$ cat config.mk
export PLATFORM = sky130hd
export DESIGN_NAME = sar_result_averager
export DESIGN_NICKNAME = d
export VERILOG_FILES = /design/src/rtl/sar_result_averager.sv
export SDC_FILE = /design/constraint.sdc
export NUM_CORES = 1
export LEC_CHECK = 0
export BUFFER_PORTS_ARGS = -buffer_cell sky130_fd_sc_hd__buf_2
export CORE_ASPECT_RATIO = 0.9
export CORE_UTILIZATION = 55
export DETAILED_ROUTE_END_ITERATION = 10
export PLACE_DENSITY = 0.8
export SLEW_MARGIN = 20
export SYNTH_ARGS = -nofsm -noshare
export SYNTH_HDL_FRONTEND = slang
export SYNTH_SLANG_ARGS = --single-unit
$ cat constraint.sdc
create_clock -name clk -period 5.4 [get_ports clk]
set_clock_uncertainty 0.1 [all_clocks]
set_input_delay 0.54 -clock clk [delete_from_list [all_inputs] [get_ports clk]]
set_output_delay 0.54 -clock clk [all_outputs]
set_load 0.02 [all_outputs]
$ cat src/rtl/sar_result_averager.sv
// sar_result_averager
// Captures finished SAR conversions (rising edge of out_flag), averages blocks
// of 2^LOG2_AVG samples with round-half-up, and presents each block average on
// a valid/ready port. A completed average that cannot be stored because the
// previous one is still pending is dropped and flagged by the sticky overrun.
//
// Ports:
//   clk           system clock, all state on rising edge
//   rst           synchronous active-high reset
//   enable        1 = accumulate, 0 = discard partial block, hold acc at zero
//   out_flag      SAR conversion done (pulse or level, rising edge captured)
//   digital_out   8-bit SAR result, valid while out_flag = 1
//   avg_data      block average, stable while avg_valid = 1
//   avg_valid     average available
//   avg_ready     consumer accepts when avg_valid & avg_ready at a rising edge
//   sample_cnt    samples accumulated in the current block
//   overrun       sticky, set when a completed average was dropped
//   clear_overrun synchronous clear of overrun (a same-cycle drop wins)
module sar_result_averager #(
  parameter int LOG2_AVG = 2
) (
  input  logic       clk,
  input  logic       rst,
  input  logic       enable,
  input  logic       out_flag,
  input  logic [7:0] digital_out,
  output logic [7:0] avg_data,
  output logic       avg_valid,
  input  logic       avg_ready,
  output logic [4:0] sample_cnt,
  output logic       overrun,
  input  logic       clear_overrun
);

  localparam int SUM_W = 8 + LOG2_AVG;
  localparam int N     = 1 << LOG2_AVG;
  // N/2 is zero for single-sample blocks, so no rounding term in that case.
  localparam logic [SUM_W-1:0] ROUND = SUM_W'(N / 2);
  localparam logic [4:0]       LAST  = 5'(N - 1);

  typedef enum logic {IDLE, ACCUM} state_t;

  state_t           state_reg, state_next;
  logic             flag_d_reg;
  logic [SUM_W-1:0] acc_reg, acc_next;
  logic [4:0]       cnt_reg, cnt_next;
  logic [7:0]       avg_data_reg, avg_data_next;
  logic             avg_valid_reg, avg_valid_next;
  logic             overrun_reg, overrun_next;

  logic             capture;
  logic             is_final;
  logic             drop;
  logic [SUM_W-1:0] sum_round;
  logic [7:0]       avg_result;
  logic             unused_sum_parity;

  assign capture  = out_flag & ~flag_d_reg & enable;
  assign is_final = capture && (cnt_reg == LAST);

  // sum + N/2 < N*256, so the rounded sum always fits in SUM_W bits and the
  // shifted result is simply the top 8 bits.
  assign sum_round  = acc_reg + SUM_W'(digital_out) + ROUND;
  assign avg_result = sum_round[LOG2_AVG +: 8];
  assign unused_sum_parity = ^sum_round;

  always_comb begin
    state_next     = state_reg;
    acc_next       = acc_reg;
    cnt_next       = cnt_reg;
    avg_data_next  = avg_data_reg;
    avg_valid_next = avg_valid_reg;
    overrun_next   = overrun_reg;
    drop           = 1'b0;

    case (state_reg)
      IDLE: begin
        acc_next = '0;
        cnt_next = '0;
        if (enable) state_next = ACCUM;
      end
      ACCUM: begin
        if (!enable) begin
          state_next = IDLE;
          acc_next   = '0;
          cnt_next   = '0;
        end
      end
      default: state_next = IDLE;
    endcase

    // capture implies enable, so it never conflicts with the clears above
    if (capture) begin
      if (is_final) begin
        acc_next = '0;
        cnt_next = '0;
      end else begin
        acc_next = acc_reg + SUM_W'(digital_out);
        cnt_next = cnt_reg + 5'd1;
      end
    end

    // A final capture may coincide with the consumer taking the old average;
    // then the slot frees and refills in the same edge.
    if (is_final) begin
      if (!avg_valid_reg || avg_ready) begin
        avg_data_next  = avg_result;
        avg_valid_next = 1'b1;
      end else begin
        drop = 1'b1;
      end
    end else if (avg_valid_reg && avg_ready) begin
      avg_valid_next = 1'b0;
    end

    if (drop)               overrun_next = 1'b1;
    else if (clear_overrun) overrun_next = 1'b0;
  end

  always_ff @(posedge clk) begin
    if (rst) begin
      state_reg     <= IDLE;
      flag_d_reg    <= 1'b1;  // a level already high at reset release is not a new conversion
      acc_reg       <= '0;
      cnt_reg       <= '0;
      avg_data_reg  <= '0;
      avg_valid_reg <= 1'b0;
      overrun_reg   <= 1'b0;
    end else begin
      state_reg     <= state_next;
      flag_d_reg    <= out_flag;
      acc_reg       <= acc_next;
      cnt_reg       <= cnt_next;
      avg_data_reg  <= avg_data_next;
      avg_valid_reg <= avg_valid_next;
      overrun_reg   <= overrun_next;
    end
  end

  assign avg_data   = avg_data_reg;
  assign avg_valid  = avg_valid_reg;
  assign sample_cnt = cnt_reg;
  assign overrun    = overrun_reg;

endmodule
# Word level (Yosys, flattened, before mapping)
# Index checks and enable logic that the tools add are counted.
[op_classes] addsub=3 eq_ne=3 mux=16 n_bitwise=4 reduce_logical=8
[ops] operator="$mux W10" n=3
[ops] operator="$pmux W10 S2" n=1
[ops] operator="$mux W5" n=3
[ops] operator="$add A10 B2 Y10 const B" n=1
[ops] operator="$add A10 B8 Y10" n=1
[ops] operator="$pmux W5 S2" n=1
[ops] operator="$mux W1" n=8
[ops] operator="$add A5 B1 Y5 const B" n=1
[ops] operator="$eq A5 B2 Y1 const B" n=1
[ops] operator="$reduce_and A2 Y1" n=2
[ops] operator="$reduce_bool A2 Y1" n=2
[ops] operator="$ne A3 B2 Y1 const B" n=1
[ops] operator="$and A1 B1 Y1" n=2
[ops] operator="$logic_and A1 B1 Y1" n=2
[ops] operator="$ne A2 B1 Y1 const B" n=1
[ops] operator="$not A1 Y1" n=2
[ops] operator="$logic_not A1 Y1" n=1
[ops] operator="$logic_or A1 B1 Y1" n=1
[word_totals] register_bits=27 inputBits=14 out_inout_bits=15 elab_cells=41

# Depth between registers and ports, before layout
# Gate-level depths: netlist of the first run.
[logic_depth] ltp_word=6 ltp_mapped=9 depth_no_buf=9

# Least setup slack after synthesis of the first run
# OpenSTA, ideal clock, no wires.
[synth_timing] path_type="input-to-reg" start="input digital_out[0]" end="register avg_data_reg[4], in the netlist avg_data[4]" setup_ns=0.079 arrival_ns=2.321 required_ns=5.221 path_slack_ns=2.900 stages=9 path_buffers=0 cell_sequence="ha_1 -> fa_1 -> a21o_1 -> a21oi_1 -> xnor2_1 -> and4_1 -> nand2_1 -> xor2_1 -> a211oi_2"
[synth_between] elab_chain_len=2
[synth_rtl] item="start: declaration" line_no="26" text="input logic [7:0] digital_out,"
[synth_rtl] item="$add A10 B8 Y10" line_no="63" text="assign sum_round = acc_reg + SUM_W'(digital_out) + ROUND;"
[synth_rtl] item="$add A10 B2 Y10" line_no="63"
[synth_rtl] item="end signal: assignment" line_no="134" text="avg_data_reg <= avg_data_next;"
[synth_rtl] item="end: declaration" line_no="47" text="logic [7:0] avg_data_reg, avg_data_next;"
# Every way passes these cells.
# A chain may end at the register's enable or synchronous reset.

# Worst setup path after layout of the first run
[layout_timing] start="register acc_reg[0]" end="register avg_data_reg[4], in the netlist avg_data[4]"
[layout_between] elab_chain_len=2
[layout_rtl] item="start: declaration" line_no="45" text="logic [SUM_W-1:0] acc_reg, acc_next;"
[layout_rtl] item="start signal: assignment" line_no="132" text="acc_reg <= acc_next;"
[layout_rtl] item="$add A10 B8 Y10" line_no="63"
[layout_rtl] item="$add A10 B2 Y10" line_no="63"
# Every way passes these cells.

==> summary.md, run 1 <==
| Metric | Value |
|---|---|
| Pwr/cell area | about 190 nW/um^2 |
| Port Buffers | 28 |
| # setup viols final | 0 |
| Initial antenna violation count | 0 |
| H-tree depth | 1 |
| Yosys cell types | 48 |
| Fmax | between 0.4 and 0.5 GHz |
| Max FFs per register | 10 |
| Fin crit share | a little under half |
| Number of synthesized flops with an enable pin | 0 |
| CP Data Required Time | 5.59 ns |
| Post-DRT Antenna Nets | 0 |
| Layout cells sized above 1 | about a fifth |
| Final setup TNS | 0 ns |
| Hold Path Depth | 2 |
| Horiz. Die Dim | approximately 60 um |
| First-pass GRT wire length | 5910 um |
| Crit path setup slack, layout | approximately 3.0 ns |
| Post-CTS Hold Buffers | 0 |
| Status | complete, no violations |
| Wire per inst | approximately 14 um |
| Static leakage | around 0.75 nW |
| Post-synth top area share | 32.8% |
| Max IR drop VDD | 173 uV |
| Nets@finish | 242 |
| Post-CTS Setup Repair Bufs | 0 |
| RD Place Congestion | 0.849 |
| Worst r2r path cells | 9 |
| Clock latency on the worst-skew pair | around 0.35 ns |
| Fin. max-slew vios | 0 |
| Total CTS buffers | 3 |
| Total track usage | between 20% and 30% |
| Synth area leaders | dfxtp_1 (33%), ha_1 (7.6%), nor2_1 (6.1%), a22oi_1 (4.5%), nand2_1 (3.2%) |
| Full die area | around 3200 sq um |
| Net Sw Frac | ~27% |
| Area grow syn2layout | 11.4% |
| Slew of the pin with the lowest slew margin | between 0.9 and 1 ns |
| Power, Total | 341 uW |
| Worst-path clk slew | ~0.16 ns |
| Vias/cell | between 5 and 6 |
| Diode count | 0 |
| Core Region | roughly 2800 sq um |
| Logic pwr share | a little over an eighth |
| Clock power share | 27.3% |
| Min-delay worst type | in2reg |
| WL final | 3670 um |
| Post-DP HPWL | about 2700 um |
| Internal | 249 uW |
| Cell at the slowest stage of the critical path | fa_1 |
| DR vias | between 1500 and 2000 |
| Final hold vios | 0 |
| Critical path arrival | ~2.6 ns |
| Clock root buffer | clkbuf_4 |
| Largest net degree at the start of global routing | 30 |
| Clk sinks | 27 |
| Syn_area_per_cell | between 8 and 9 sq um |
| Post-Synthesis Net Count | 216 |
| Gr ovfl total | 0 |
| Critical Path Max Stage Delay | 0.42 ns |
| MaxCap Viol Count | 0 |
| Starting density of the core | around three fifths |
| Syn Inst Count | around 190 |
| Final Util | approximately 66% |
| Synth area leader | dfxtp_1 |
| Worst-path maximum fanout | 4 |
| CTS Buffer Depth | 2 |
| CP Class | reg2reg |
| Num rows | 18 |
| Die height | ~54 um |
| Yosys reg bits | 27 |
| CP Launch Type | register |
| DRC violations left | 0 |
| Setup slack at placement | between 2 and 3 ns |
| DRT Pass-1 Iters | 4 |
| Synth Flop Type | dfxtp_1 |
| Syn Std Cell Area | approximately 1700 sq um |
| Post-CTS sizing | 0 |
| Ys async rst share | 0% |
| RSZ-0062 raised after global routing | no |
| Critical path, cell by cell | ha_1 > fa_1 > a21o_1 > a21oi_1 > xnor2_1 > and4_1 > nand2_1 > xor2_1 > a211oi_2 |
| Setup crit end kind | register |
| YS warnings | 0 |
| Slew headroom | 34.4% |
| CTS tree | done |
| Switching power | just over 90 uW |
| Detailed Route Iter0 Violations | between 50 and 60 |
| Sequential-to-total area share from yosys stat | between 30% and 40% |
| Boundary Pins | 29 |
| Number of global-route vias before repair | 1314 |
| Final worst path period need | 2.44 ns |
| Part of the power in registers | between 50% and 60% |
-- final timing paths --
kind,slack [ns],to,from
worst max register to register,2.96,avg_data[4]$_SDFFE_PP0P_,acc_reg[0]$_SDFFE_PP0P_
worst min-delay path,0.30,flag_d_reg$_SDFF_PP1_,out_flag
worst max-delay path,2.96,avg_data[4]$_SDFFE_PP0P_,acc_reg[0]$_SDFFE_PP0P_
worst min register to register,0.38,avg_data[0]$_SDFFE_PP0P_,avg_data[0]$_SDFFE_PP0P_
-- per-stage QoR --
stage | area [sq um] | hold slack, ns | instances
2_1_floorplan | 1650 | 0.370 | 191
3_3_place_gp | 1810 | 0.356 | 252
3_5_place_dp | 1810 | 0.364 | 252
4_1_cts | 1840 | 0.291 | 256
5_1_grt | 1840 | 0.295 | 256
6_report | 1840 | 0.305 | 256
-- metal layers --
metal,wire length [um],share of wire (%),track usage [%],vias to the layer above
li1,-,-,-,758
met1,1710,47,31.5,730
met2,1740,47,40.9,39
met3,185,5.0,6.49,5
met4,36,0.98,8.91,0
met5,0,0,0,-
-- worst max-delay path: cells and delay by family, from the launching register on --
kind | cells | cell delay, ns
compound gates | 3 | 0.58
xor+xnor | 2 | 0.37
simple gates | 2 | 0.35
flops | 1 | 0.34
fa+ha+maj | 2 | 0.65
-- placed cells by master (no fill, tap or decap), types with 3 or more instances in the layout --
cell type	instances
a21oi_1	10
o21ai_0	3
xnor2_1	5
inv_1	3
nand2_1	14
a211oi_1	4
and3_1	3
buf_2	28
ha_1	10
clkbuf_4	3
o211ai_1	3
nor2_1	27
a311oi_1	3
o21ai_1	4
a21o_1	3
nand3_1	4
nand2b_1	4
nand3b_1	7
dfxtp_1	27
a22oi_1	10
xor2_1	3
nor3b_1	3
-- kinds of logic (layout without fill, tap and decap cells) --
group | Yosys count | after routing | share of synthesized area (%)
and+or+nand+nor | 81 | 81 | 27.0
AOI/OAI and AO/OA | 53 | 53 | 23.8
DFF | 27 | 27 | 32.8
adders and majority gates | 11 | 11 | 8.79
buffers and inverters | 10 | 35 | 2.43
xor gates and xnor gates | 9 | 9 | 5.23
-- cells in the mapped netlist (2+ instances only) --
cell type	n
dfxtp_1	27
nor2_1	27
nand2_1	14
a21oi_1	10
a22oi_1	10
ha_1	10
nand3b_1	7
clkbuf_1	5
xnor2_1	5
a211oi_1	4
nand2b_1	4
nand3_1	4
o21ai_1	4
a21o_1	3
a311oi_1	3
and3_1	3
inv_1	3
nor3b_1	3
o211ai_1	3
o21ai_0	3
xor2_1	3
a211o_1	2
a211oi_2	2
a41oi_1	2
buf_2	2
nand4_1	2
nor2_2	2
nor2b_1	2
or2_2	2
or3_1	2
-- cell type report --
type | instances | area [sq um]
repair buffers | 28 | 140
flip-flops and latches | 27 | 541
fillers | 268 | 955
inverters | 3 | 11.3
clock buffers | 4 | 26.3
well taps | 40 | 50.0
multi-input cells | 154 | 1070
-- power by group through the flow --
stage / sequential [mW] / combinational, mW / clock [mW]
after floorplan: 0.206 / 0.0333 / 0
after global placement: 0.206 / 0.0444 / 0
after detailed placement: 0.206 / 0.0454 / 0
after CTS: 0.202 / 0.0457 / 0.0940
after global routing: 0.202 / 0.0512 / 0.101
final: 0.202 / 0.0463 / 0.0930
No activity file was read; power rests on OpenSTA's default activity.
==> run 2: changes to the inputs <==
- CORE_UTILIZATION: 55 -> 50
- PLACE_DENSITY: 0.8 -> 0.76
- clock period: 5.4 -> 2.2 ns (I/O delays scaled with it)
==> run 2 against run 1 <==
Effect of this change: the run now ends with negative setup slack left; critical path depth unchanged; design area rose by 12%; first-iteration DRC count rose by 78%; clock power grew to 2.5 times the previous value; utilization grew 0.86 points; count of clock-buffer cells in the layout decreased by 1; register-to-register slack worse by 3.1 ns; setup slack worse by 3.1 ns; final cell count up 7.8%; die area is 9.6% higher; total power rose to 2.6 times the previous value; critical endpoint is now acc_reg[8]$_SDFFE_PP0P_; largest cell class unchanged; highest routed layer unchanged.
==> summary.md, run 2 (synthesis gave the netlist of run 1 again) <==
| Metric | Value |
|---|---|
| Status | complete, but fails checks |
| Violations in the final reports | negative setup slack |
| Die height | ~57 um |
| Full die area | ~3500 sq um |
| Fin crit share | 105% |
| Starting density of the core | between 50% and 60% |
| Diode count | 0 |
| CP Data Required Time | 2.37 ns |
| Vias/cell | around 5.7 |
| Worst-path clk slew | about 0.16 ns |
| Horiz. Die Dim | around 63 um |
| Clk sinks | 27 |
| Worst-path maximum fanout | 2 |
| Wire per inst | approximately 15 um |
| First-pass GRT wire length | just under 7000 um |
| Boundary Pins | 29 |
| CTS tree | done |
| Initial antenna violation count | 0 |
| DR vias | about 1600 |
| # setup viols final | 5 |
| Port Buffers | 28 |
| Setup crit end kind | register |
| Critical path arrival | roughly 2.5 ns |
| Final Util | between 60% and 70% |
| Total CTS buffers | 3 |
| MaxCap Viol Count | 0 |
| Final worst path period need | around 2.3 ns |
| Area grow syn2layout | 24.9% |
| Pwr/cell area | ~430 nW/um^2 |
| DRT Pass-1 Iters | 4 |
| Static leakage | 0.852 nW |
| Fin. max-slew vios | 0 |
| WL final | around 4100 um |
| Slew of the pin with the lowest slew margin | about 0.6 ns |
| Nets@finish | 260 |
| Placed Instances | between 200 and 300 |
| Largest net degree at the start of global routing | 30 |
| Num rows | 19 |
| Slew headroom | around three fifths |
| Max FFs per register | 10 |
| Power, Total | 879 uW |
| Fill cell count | around 260 |
| Crit path setup slack, layout | -0.111 ns |
| CTS Buffer Depth | 2 |
| Max IR drop VDD | about 450 uV |
| Layout cells sized above 1 | about 32% |
| Core Region | around 3000 sq um |
| Post-DP HPWL | 3000 um |
| Detailed Route Iter0 Violations | 105 |
| Clock latency on the worst-skew pair | between 0.3 and 0.4 ns |
| Min-delay worst type | in2reg |
| Gr ovfl total | 0 |
| Fmax | between 0.4 and 0.5 GHz |
| DRC violations left | 0 |
| Post-DRT Antenna Nets | 0 |
| CP Launch Type | register |
| Commonest cells after routing, fill and taps aside | buf_2 (28), nor2_1 (26), dfxtp_1 (25), buf_4 (17), nand2_1 (14) |
| CP Class | reg2reg |
| Final setup TNS | -0.259 ns |
| Layout Cells excl Fill | approximately 280 |
| H-tree depth | 1 |
| Final hold vios | 0 |
| RSZ-0062 raised after global routing | yes |
| Clock root buffer | clkbuf_4 |
| Commonest non-fill, non-tap cell in the layout | buf_2 |
| Total track usage | 24.2% |
| Number of global-route vias before repair | between 1000 and 1500 |
| RD Place Congestion | 0.924 |
==> run 2: cell count changes in the layout (fill, tap and decap cells not counted), sizes merged <==
cell         before  now
clkinvlp          0    1
dlygate4sd3       0    1
buf              28   45
clkbuf            4    3
==> run 2: path summary, 6_finish.rpt <==
| kind | slack, ns | end | depth (start not counted) | start |
|---|---|---|---|---|
| hold reg to reg | 0.38 | avg_data[0]$_SDFFE_PP0P_ | 2 | avg_data[0]$_SDFFE_PP0P_ |
| setup / recovery | -0.11 | acc_reg[8]$_SDFFE_PP0P_ | 9 | acc_reg[0]$_SDFFE_PP0P_ |
| hold / removal | 0.04 | state_reg$_SDFF_PP0_ | 3 | enable |
| setup reg to reg | -0.11 | acc_reg[8]$_SDFFE_PP0P_ | 9 | acc_reg[0]$_SDFFE_PP0P_ |
==> run 2: critical path, stage by stage, from the launching register on <==
cell,delay [ns]
dfxtp_2,0.36
ha_4,0.16
fa_2,0.38
a21o_1,0.20
nand4_1,0.15
a21boi_2,0.09
o21ai_2,0.11
nand2b_1,0.08
or3_1,0.32
a311oi_1,0.28
==> run 2: per-stage QoR <==
step                hold WS, ns  cell area (sq um)  setup WS [ns]
floorplan                 0.227               1650         0.0101
global placement          0.325               1910        -0.0255
global route             0.0468               2060         -0.147
detailed placement        0.326               1910         -0.183
CTS                      0.0447               1990         -0.106
finish                   0.0438               2060         -0.111
==> run 2: repair_timing <==
action                                  CTS  global route
setup buffers                             4             1
endpoints found under the setup margin    4            13
endpoints found under the hold margin     1             0
hold buffers                              1             0
pin swaps                                 8             5
gates resized for setup                   4            14
==> run 2: cell type report <==
cell class	count	area [sq um]	share of cell area, %
clock buffer	3	22.5	1.09
sequential	27	543	26.4
clock inverter	1	7.51	0.364
inverter	3	11.3	0.546
multi-input combinational	154	1150	55.6
timing repair buffer	46	278	13.5
tap	42	52.6	2.55
==> run 2: layer usage <==
layer / vias to the layer above / track usage, % / part of all wire (%)
met4: 0 / 5.32 / 0.88
met2: 51 / 43.5 / 50
met1: 733 / 30.0 / 44
met5: - / 0 / 0
met3: 5 / 4.07 / 4.9
li1: 790 / - / -
==> run 2: report_power, final <==
group          total [mW]  internal [mW]  switching [mW]
logic               0.149         0.0699          0.0794
clock network       0.234         0.0699           0.164
registers           0.496          0.493         0.00237
total               0.879          0.633           0.246
==> run 3: changes to the inputs <==
- ABC_AREA: default -> 1
- CORE_UTILIZATION: 50 -> 51
- PLACE_DENSITY: 0.76 -> 0.77
==> run 3 against run 2 <==
Effect of this change: the flow now finishes without violations; critical path depth is 1 higher; worst hold slack better by 0.039 ns; count of clock-buffer cells in the layout is 1 higher; first-iteration DRC count is 21% lower; setup slack better by 0.19 ns; global-route usage is 1.7 points lower; synthesized cell count is 43% higher; clock power is 22% higher; combinational power is 7% lower; total power is 4.5% higher; non-clock buffer count is 13 lower.
==> summary.md, run 3 <==
| Metric | Value |
|---|---|
| Number of global-route vias before repair | ~1500 |
| Fmax | around 0.47 GHz |
| Worst-path maximum fanout | 3 |
| Detailed Route Iter0 Violations | 83 |
| Setup slack at placement | -0.0449 ns |
| Sequential-to-total area share from yosys stat | just over 30% |
| Die height | 58.0 um |
| Boundary Pins | 29 |
| Worst r2r src | acc_reg[0]$_SDFFE_PP0P_ |
| Horiz. Die Dim | 64.2 um |
| Status | complete, no violations |
| Synth area leader | dfxtp_1 |
| Post-DP HPWL | 2940 um |
| Count leader, synth | nand2_1 |
| Core Region | 3190 sq um |
| Fill cell count | 304 |
| Fin crit share | 96.5% |
| Syn_area_per_cell | 6.50 sq um |
| Syn Std Cell Area | between 1500 and 2000 sq um |
| Layout cells sized above 1 | between 20% and 30% |
| CP Launch Type | register |
| Num rows | 19 |
| Final worst path period need | approximately 2.1 ns |
| Max FFs per register | 10 |
| Net Sw Frac | a little over a quarter |
| Crit path setup slack, layout | slightly below 0.08 ns |
| Slew headroom | 66.5% |
| Setup crit end kind | register |
| Worst-path clk slew | roughly 0.10 ns |
| Pwr/cell area | roughly 440 nW/um^2 |
| CP Class | reg2reg |
| Number of synthesized flops with an enable pin | 0 |
| RD Place Congestion | 0.836 |
| H-tree depth | 1 |
| Worst hold start | out_flag |
| YS warnings | 0 |
| Total CTS buffers | 3 |
| Min-delay worst type | in2reg |
| CTS Buffer Depth | 2 |
| Port Buffers | 28 |
| Vias/cell | approximately 5.1 |
| Logic pwr share | around 15% |
| Post-CTS Hold Buffers | 0 |
| Starting density of the core | 55.7% |
| MaxCap Viol Count | 0 |
| CP Data Required Time | 2.28 ns |
| Switching power | between 200 and 250 uW |
| Clk sinks | 27 |
| Gr ovfl total | 0 |
| Full die area | about 3700 sq um |
| Ys async rst share | 0% |
| RSZ-0062 raised after global routing | no |
| Syn Inst Count | between 200 and 300 |
| Post-Synthesis Net Count | 298 |
| # setup viols final | 0 |
| Synth area leaders | dfxtp_1 (30%), nand2_1 (19%), inv_1 (8.5%), nand3_1 (7.9%), ha_1 (7.0%) |
| Commonest non-fill, non-tap cell in the layout | nand2_1 |
| Slew of the pin with the lowest slew margin | ~0.5 ns |
| Largest net degree at the start of global routing | 22 |
| WL final | 3970 um |
| Fin. max-slew vios | 0 |
| CTS tree | done |
| DR vias | between 1500 and 2000 |
| Initial antenna violation count | 0 |
| Internal | around 670 uW |
| First-pass GRT wire length | between 6000 and 7000 um |
| Part of the power in registers | a little over half |
| Post-CTS Setup Repair Bufs | 0 |
| Critical Path Start | acc_reg[0]$_SDFFE_PP0P_ |
| Synth Flop Type | dfxtp_1 |
| Clock power share | a little under a third |
| Static leakage | 1.05 nW |
| Max IR drop VDD | 389 uV |
| Diode count | 0 |
| Clock latency on the worst-skew pair | between 0.2 and 0.3 ns |
| Yosys cell types | 32 |
| Clock root buffer | clkbuf_8 |
| Wire per inst | between 10 and 15 um |
| Final Util | approximately 65% |
| Final hold vios | 0 |
| Total track usage | approximately 22% |
| Yosys reg bits | 27 |
| DRC violations left | 0 |
| DRT Pass-1 Iters | 4 |
| Synth top cells by count | nand2_1 (90), inv_1 (40), nand3_1 (28) |
| Commonest cells after routing, fill and taps aside | nand2_1 (87), inv_1 (39), buf_2 (28), nand3_1 (26), dfxtp_1 (26) |
| Area grow syn2layout | 17.0% |
| Post-DRT Antenna Nets | 0 |
| Nets@finish | about 330 |
| Critical path arrival | 2.20 ns |
| Post-synth top area share | a little under a third |
==> run 3: cell count changes after synthesis, moves of 5 or more <==
cell,previous run,this run
nand3b_1,7,1
a21oi_1,10,18
inv_1,3,40
nand3_1,4,28
o21a_1,0,5
a22oi_1,10,0
nand2_1,14,90
nor2_1,27,12
nand2_2,0,5
==> run 3: what timing repair did <==
| item | 4_1_cts | 5_1_grt |
|---|---|---|
| pin swaps | 1 | 6 |
| setup endpoints to repair | 2 | 5 |
| resized for setup | 1 | 14 |
==> run 3: area by class of cell <==
cell class | instances | area (sq um) | area share, %
Multi-Input combinational cell | 198 | 1100 | 52.9
Sequential cell | 27 | 542 | 26.1
Timing Repair Buffer | 33 | 178 | 8.55
Inverter | 43 | 161 | 7.77
Tap cell | 42 | 52.6 | 2.53
Clock buffer | 4 | 45.0 | 2.17
==> run 3: path summary, 6_finish.rpt <==
check	end	slack [ns]	cells past startpoint
hold / removal	flag_d_reg$_SDFF_PP1_	0.08	2
setup / recovery	avg_data[1]$_SDFFE_PP0P_	0.08	10
hold reg to reg	overrun$_SDFFE_PP0P_	0.37	2
setup reg to reg	avg_data[1]$_SDFFE_PP0P_	0.08	10
==> run 3: critical path, stage by stage (launching register included) <==
cell and delay (ns):
dfxtp_2 0.33, ha_2 0.18, fa_2 0.42, or2_1 0.24, nand2_2 0.07, inv_2 0.05, ha_4 0.16, buf_4 0.13
xor2_1 0.14, o21ai_0 0.16, inv_1 0.05
==> run 3: metal layers <==
metal,vias up,wire (um),track usage (%),share of wire (%)
met3,2,95,4.13,2.4
met5,-,0,0,0
li1,934,-,-,-
met1,790,1910,28.8,48
met2,27,1940,40.3,49
met4,0,23,3.17,0.58
==> run 3: power groups by stage <==
stage          Sequential (mW)  Combinational, mW  Clock, mW
6_report                 0.495              0.138      0.286
5_1_grt                  0.496              0.152      0.316
4_1_cts                  0.495              0.127      0.295
3_5_place_dp             0.506              0.125          0
3_3_place_gp             0.506              0.123          0
2_1_floorplan            0.507             0.0847          0
==> run 3: cell families after synthesis <==
kind of cell	Yosys count	share of synthesized area, %
simple gates	150	38.1
buf+inv	48	10.6
compound gates	35	11.7
flops	27	30.4
fa+ha+maj	11	8.17
xor+xnor	2	0.987
==> run 3: stage by stage <==
step                      instance area (sq um)  std cells  hold WS [ns]  power (mW)  TNS [ns]
after floorplan                            1780        273         0.227       0.591         0
after global placement                     1980        343         0.350       0.629         0
after detailed placement                   1980        343         0.358       0.631   -0.0838
after CTS                                  2030        347        0.0770       0.917         0
after global routing                       2080        347        0.0763       0.964         0
final                                      2080        347        0.0826       0.919         0
